`src/rtl/seq_imul_radix4.sv`:
```
// ---------------------------------------------------------------------------
// seq_imul_radix4 -- sequential radix-4 integer multiplier
//
// Computes iA * iB one radix-4 digit of the multiplier per clock. A start
// is taken in IDLE or DONE. The FSM then spends WIDTH/2 cycles in RUN and
// spends one cycle in DONE, where oDone pulses. During that cycle oResult
// holds the new product.
//
// Parameters
//   WIDTH    operand width in bits (even, 4..32), default 16
//
// Ports
//   Clock    rising-edge clock
//   Reset    synchronous, active-high reset
//   iStart   start request; it is ignored while busy
//   iA, iB   operands; they are sampled only on an accepted start
//   oBusy    high while in RUN
//   oDone    one-cycle pulse; oResult is valid and newly loaded
//   oResult  registered 2*WIDTH-bit product; it holds between operations
//
// Build option
//   SEQ_IMUL_SIGNED_EN  when defined, the operands are two's complement.
//                       The datapath multiplies the magnitudes. The
//                       product is negated when the signs differ.
// ---------------------------------------------------------------------------
module seq_imul_radix4 #(
    parameter int WIDTH = 16
) (
    input  logic                 Clock,
    input  logic                 Reset,
    input  logic                 iStart,
    input  logic [WIDTH-1:0]     iA,
    input  logic [WIDTH-1:0]     iB,
    output logic                 oBusy,
    output logic                 oDone,
    output logic [2*WIDTH-1:0]   oResult
);

    localparam int DIGITS = WIDTH / 2;
    localparam int CNT_W  = (DIGITS > 1) ? $clog2(DIGITS) : 1;
    localparam int PW     = 2 * WIDTH;
    localparam logic [CNT_W-1:0] LAST_DIGIT = CNT_W'(DIGITS - 1);

    typedef enum logic [1:0] {IDLE, RUN, DONE} state_t;

    state_t            state_reg, state_next;
    logic [WIDTH-1:0]  a_reg, b_reg;
    logic [CNT_W-1:0]  cnt_reg;
    logic [PW-1:0]     acc_reg, result_reg;

    logic              start_ok;
    logic              last_digit;
    logic [WIDTH-1:0]  a_in, b_in;
    logic [1:0]        digit;
    logic [1:0]        digits [DIGITS];
    logic [WIDTH+1:0]  multiple;
    logic [PW-1:0]     pp;
    logic [PW-1:0]     acc_sum;
    logic [PW-1:0]     prod_final;

    assign start_ok   = iStart && (state_reg != RUN);
    assign last_digit = (cnt_reg == LAST_DIGIT);

`ifdef SEQ_IMUL_SIGNED_EN
    logic neg_reg;

    // The magnitude of -2^(WIDTH-1) is 2^(WIDTH-1). That value still fits
    // in WIDTH bits when the bits are read as unsigned.
    assign a_in = iA[WIDTH-1] ? (~iA + WIDTH'(1)) : iA;
    assign b_in = iB[WIDTH-1] ? (~iB + WIDTH'(1)) : iB;
    assign prod_final = neg_reg ? (~acc_sum + PW'(1)) : acc_sum;
`else
    assign a_in       = iA;
    assign b_in       = iB;
    assign prod_final = acc_sum;
`endif

    // Split the latched multiplier into radix-4 digits. The counter picks one digit.
    for (genvar gi = 0; gi < DIGITS; gi++) begin : g_digit
        assign digits[gi] = b_reg[2*gi +: 2];
    end
    assign digit = digits[cnt_reg];

    always_comb begin
        multiple = '0;
        unique case (digit)
            2'd0: multiple = '0;
            2'd1: multiple = {2'b00, a_reg};
            2'd2: multiple = {1'b0, a_reg, 1'b0};
            2'd3: multiple = {1'b0, a_reg, 1'b0} + {2'b00, a_reg};
            default: multiple = '0;
        endcase
    end

    // The largest shift is WIDTH-2. A WIDTH+2-bit multiple therefore never
    // spills past the 2*WIDTH accumulator.
    assign pp      = {{(PW-WIDTH-2){1'b0}}, multiple} << {cnt_reg, 1'b0};
    assign acc_sum = acc_reg + pp;

    always_comb begin
        state_next = state_reg;
        unique case (state_reg)
            IDLE:    if (iStart) state_next = RUN;
            RUN:     if (last_digit) state_next = DONE;
            DONE:    state_next = iStart ? RUN : IDLE;
            default: state_next = IDLE;
        endcase
    end

    always_ff @(posedge Clock) begin
        if (Reset) begin
            state_reg  <= IDLE;
            a_reg      <= '0;
            b_reg      <= '0;
            cnt_reg    <= '0;
            acc_reg    <= '0;
            result_reg <= '0;
`ifdef SEQ_IMUL_SIGNED_EN
            neg_reg    <= 1'b0;
`endif
        end else begin
            state_reg <= state_next;
            if (start_ok) begin
                a_reg   <= a_in;
                b_reg   <= b_in;
                cnt_reg <= '0;
                acc_reg <= '0;
`ifdef SEQ_IMUL_SIGNED_EN
                neg_reg <= iA[WIDTH-1] ^ iB[WIDTH-1];
`endif
            end else if (state_reg == RUN) begin
                acc_reg <= acc_sum;
                cnt_reg <= cnt_reg + 1'b1;
                // Load the product on the final digit. The result is then
                // valid in the DONE cycle.
                if (last_digit) begin
                    result_reg <= prod_final;
                end
            end
        end
    end

    assign oBusy   = (state_reg == RUN);
    assign oDone   = (state_reg == DONE);
    assign oResult = result_reg;

endmodule
```
`config.mk`:
```
export PLATFORM = sky130hd
export DESIGN_NAME = seq_imul_radix4
export DESIGN_NICKNAME = d
export VERILOG_FILES = /design/src/rtl/seq_imul_radix4.sv
export SDC_FILE = /design/constraint.sdc
export NUM_CORES = 1
export LEC_CHECK = 0
export BUFFER_PORTS_ARGS = -buffer_cell sky130_fd_sc_hd__buf_2
export CAP_MARGIN = 5
export CORE_AREA = 8 8 169 171
export CTS_CLUSTER_DIAMETER = 150
export DETAILED_ROUTE_END_ITERATION = 8
export DIE_AREA = 0 0 177 179
export PLACE_DENSITY_LB_ADDON = 0.25
export SYNTH_ARGS = -nofsm -noshare
export SYNTH_HDL_FRONTEND = slang
export SYNTH_SLANG_ARGS = --single-unit
```
`constraint.sdc`:
```
create_clock -name Clock -period 6.4 [get_ports Clock]
set_clock_uncertainty 0.05 [all_clocks]
set_input_delay 0.64 -clock Clock [delete_from_list [all_inputs] [get_ports Clock]]
set_output_delay 0.64 -clock Clock [all_outputs]
set_load 0.02 [all_outputs]
```
==> key figures <==
CTS
  – Number of buffers created by CTS: 9
  – Hold-fix buffer count after cts: 0
  – Clock slew seen by the registers of the worst setup and hold paths: 0.08 ns
  – CTS sink count: 101
  – Setup Fix Bufs, Post-CTS: 0
  – Clock tree from TritonCTS: done
  – Buffer cell driving the clock tree root: sky130_fd_sc_hd__clkbuf_16
  – Post-cts repair resize count: 0
  – Worst-Skew Late Latency: 0.36 ns
  – Maximum count of clock buffers along a single path: 2
  – H-tree depth: 3

Placement
  – Count of input and output buffers: 68
  – Placed cell areas: 0.00775 mm2
  – Post-detail-place hpwl: 15700 um
  – Routability Congestion: 0.861
  – Placement Setup Slack: between 0.7 and 0.8 ns

Power
  – Power share of the clock group: 0.410
  – Internal power: 1080 uW
  – Switching portion of total power: 0.289
  – Sw power: 440 uW
  – Flop pwr share: 0.437
  – Leakage power: between 0.003 and 0.004 uW
  – Proportion of power drawn by combinational gates: 0.152
  – Total Power: 1520 uW
  – Areal power density over the cells: 188 mW/mm2
  – Maximum resistive drop on vdd: 0.101 mV

Timing
  – Aggregate negative setup slack: 0 ns
  – Final hold violation count: 0
  – Post-layout minimum cycle time: approximately 5.7 ns
  – Worst-Margin Slew: between 0.8 and 0.9 ns
  – Final Max Tran Viols: 0
  – Relative slew margins: 0.425
  – Peak clock frequency supported by timing: 0.175 GHz
  – Slack of the critical path: 0.678 ns
  – Portion of the clock cycle consumed by the worst path in the final layout: 0.894
  – Worst hold margin: around 0.41 ns
  – RSZ-0062 raised after global routing: false
  – Number of setup violations in the final report: 0

Floorplan
  – Total Die Area: 0.0317 mm2
  – Floorplan Core Area: 0.0258 mm2
  – Y dimension of the die: approximately 180 um
  – Starting Density: 0.277
  – Die extent in x: 177 um
  – Top Ports: 69
  – Placement row count: 59

Logic synthesis
  – YS warnings: 0
  – Average size of a mapped cell: ~7.6 um2
  – Post-synthesis cell type count: 76
  – Leading post-synthesis cells by instance count: sky130_fd_sc_hd__nand2_1, sky130_fd_sc_hd__a21oi_1, sky130_fd_sc_hd__dfxtp_1
  – Share of the synthesized area in the top cell type: 0.283
  – Synthesis-stage register bit count: between 100 and 150
  – Main synth FF type: sky130_fd_sc_hd__dfxtp_1
  – Count of flip-flops with a built-in enable after synthesis: 0
  – Share of synthesized area occupied by flip-flops and latches: 0.283
  – Area contributors post-synth: sky130_fd_sc_hd__dfxtp_1, sky130_fd_sc_hd__nand2_1, sky130_fd_sc_hd__a21oi_1, sky130_fd_sc_hd__ha_1, sky130_fd_sc_hd__nor2_1
  – Post-synthesis async set-or-reset flop share: 0
  – Syn Inst Count: 940
  – Synthesized Nets: just over 1000
  – Cell taking the most area after synthesis: sky130_fd_sc_hd__dfxtp_1
  – Syn Std Cell Area: 0.00714 mm2
  – Most numerous cell in the Yosys netlist: sky130_fd_sc_hd__nand2_1

Drt
  – Detailed-router iteration count before antenna repair: 5
  – DRC: 0
  – Wire length reported by the detailed router: 21000 um
  – Vias per inst: 5.09
  – Antenna viol nets, final: 0
  – Final routed wire length divided by cell count: 16.0 um
  – Vias after detailed routing: 6699
  – DRT iter0 DRCs: 445

GRT
  – Number of global-route vias before repair: 6476
  – Total routing usage reported by global routing: 0.133
  – Initial antenna violation count: 0
  – GRT overflow: 0
  – Global-route wire length before repair: 34300 um
  – Pin count of the biggest net entering global routing: 80

Setup path
  – Critical-path maximum fanout: 7
  – Critical Path AT: a little under 6 ns
  – Worst Setup Start Kind: flip-flop
  – Cells on worst reg2reg path: 22
  – Worst EP required: approximately 6.6 ns
  – Worst Path Class, Setup: reg2reg
  – Capturing element type of the critical path: flip-flop

Layout
  – Post-layout nets: 1062
  – Combined flip-flop and latch cell area: 0.00202 mm2
  – Multi-input combinational cell area: 0.00482 mm2
  – Design Area, Final: 0.00808 mm2
  – Layout filler cell count: 2807
  – Area added between synthesis and finish: 13.2%
  – Ant diodes: 0
  – Share of post-route cells with drive strength above 1: 0.125

Status
  – Result of the run: finished, final reports clean

Min path
  – Cell depth of the worst min-delay path: 2
  – Classification of the worst-slack hold path: reg2reg

Job
  – Max-cap viol count: 0
## final timing paths
kind                            startpoint           to  slack (ns)
worst max-delay path              a_reg[1]  acc_reg[29]        0.68
worst max register to register    a_reg[1]  acc_reg[29]        0.68
worst min register to register  oResult[2]   oResult[2]        0.41
worst min-delay path            oResult[2]   oResult[2]        0.41
## worst max-delay path, cell delays in order, from the launching register on
cell and delay (ns):
sky130_fd_sc_hd__dfxtp_1 0.42, sky130_fd_sc_hd__ha_1 0.20, sky130_fd_sc_hd__inv_1 0.06, sky130_fd_sc_hd__fa_1 0.37
sky130_fd_sc_hd__nor2b_1 0.24, sky130_fd_sc_hd__o31ai_1 0.13, sky130_fd_sc_hd__a311o_1 0.37, sky130_fd_sc_hd__nor4b_1 0.16
sky130_fd_sc_hd__a2111oi_0 0.38, sky130_fd_sc_hd__o21ai_0 0.25, sky130_fd_sc_hd__o21ai_1 0.35, sky130_fd_sc_hd__nor2_1 0.08
sky130_fd_sc_hd__o31a_1 0.30, sky130_fd_sc_hd__ha_1 0.39, sky130_fd_sc_hd__and2_1 0.16, sky130_fd_sc_hd__nand4_1 0.11
sky130_fd_sc_hd__nand3b_1 0.19, sky130_fd_sc_hd__o211ai_1 0.16, sky130_fd_sc_hd__o22ai_1 0.17, sky130_fd_sc_hd__o21ai_0 0.40
sky130_fd_sc_hd__a31oi_1 0.22, sky130_fd_sc_hd__or4_1 0.42, sky130_fd_sc_hd__nand3_1 0.08
## logic make-up (layout without fill, tap and decap cells)
kind of cell / after synthesis / in the layout / share of synthesized area
xor+xnor: 34 / 34 / 0.0417
mux: 29 / 29 / 0.0540
compound gates: 290 / 290 / 0.257
buf+inv: 70 / 111 / 0.0415
simple gates: 365 / 365 / 0.231
flops: 101 / 101 / 0.283
fa+ha+maj: 51 / 51 / 0.0915
## layout by cell type, fill, tap and decap left out, types with 6 or more instances in the layout
cell and instances:
sky130_fd_sc_hd__nand4_1 8, sky130_fd_sc_hd__clkbuf_16 9, sky130_fd_sc_hd__a21o_1 26, sky130_fd_sc_hd__nor2_1 66
sky130_fd_sc_hd__nor2b_1 6, sky130_fd_sc_hd__a211oi_1 14, sky130_fd_sc_hd__mux2i_1 16, sky130_fd_sc_hd__nand3_1 22
sky130_fd_sc_hd__mux2_2 6, sky130_fd_sc_hd__o21a_1 12, sky130_fd_sc_hd__dfxtp_1 101, sky130_fd_sc_hd__xor2_1 15
sky130_fd_sc_hd__and2_1 11, sky130_fd_sc_hd__o211ai_1 6, sky130_fd_sc_hd__xnor2_1 19, sky130_fd_sc_hd__buf_2 68
sky130_fd_sc_hd__inv_1 14, sky130_fd_sc_hd__a31oi_1 10, sky130_fd_sc_hd__and3_1 7, sky130_fd_sc_hd__nor3_1 9
sky130_fd_sc_hd__nand3b_1 11, sky130_fd_sc_hd__ha_1 49, sky130_fd_sc_hd__o21ai_0 34, sky130_fd_sc_hd__nand2_1 194
sky130_fd_sc_hd__a21oi_1 123, sky130_fd_sc_hd__buf_4 12
## layer usage
| metal | global-route usage | vias up | wire length (um) |
|---|---|---|---|
| met5 | 0 | - | 0 |
| met4 | 0.0343 | 0 | 307 |
| met3 | 0.0253 | 21 | 746 |
| met2 | 0.220 | 103 | 9750 |
| met1 | 0.175 | 3120 | 10200 |
| li1 | - | 3455 | - |
## through the flow
stage | std cells | util
global route | 1316 | 0.314
finish | 1316 | 0.314
global placement | 1300 | 0.301
detailed placement | 1300 | 0.301
CTS | 1316 | 0.314
floorplan | 940 | -
## final cells by class
cell class                 instances  share of cell area
multi-input combinational        769               0.596
sequential                       101               0.250
timing repair buffer              80              0.0533
tap                              335              0.0519
clock buffer                       9              0.0279
clock inverter                     7              0.0132
inverter                          15             0.00697
## power groups by stage
stage | clock network (uW) | registers, uW | logic (uW)
2_1_floorplan | 0 | 671 | 174
3_3_place_gp | 0 | 679 | 233
4_1_cts | 644 | 665 | 232
6_report | 624 | 664 | 232
3_5_place_dp | 0 | 680 | 231
5_1_grt | 673 | 668 | 259
Note: power is estimated with default switching activity, not from simulation.
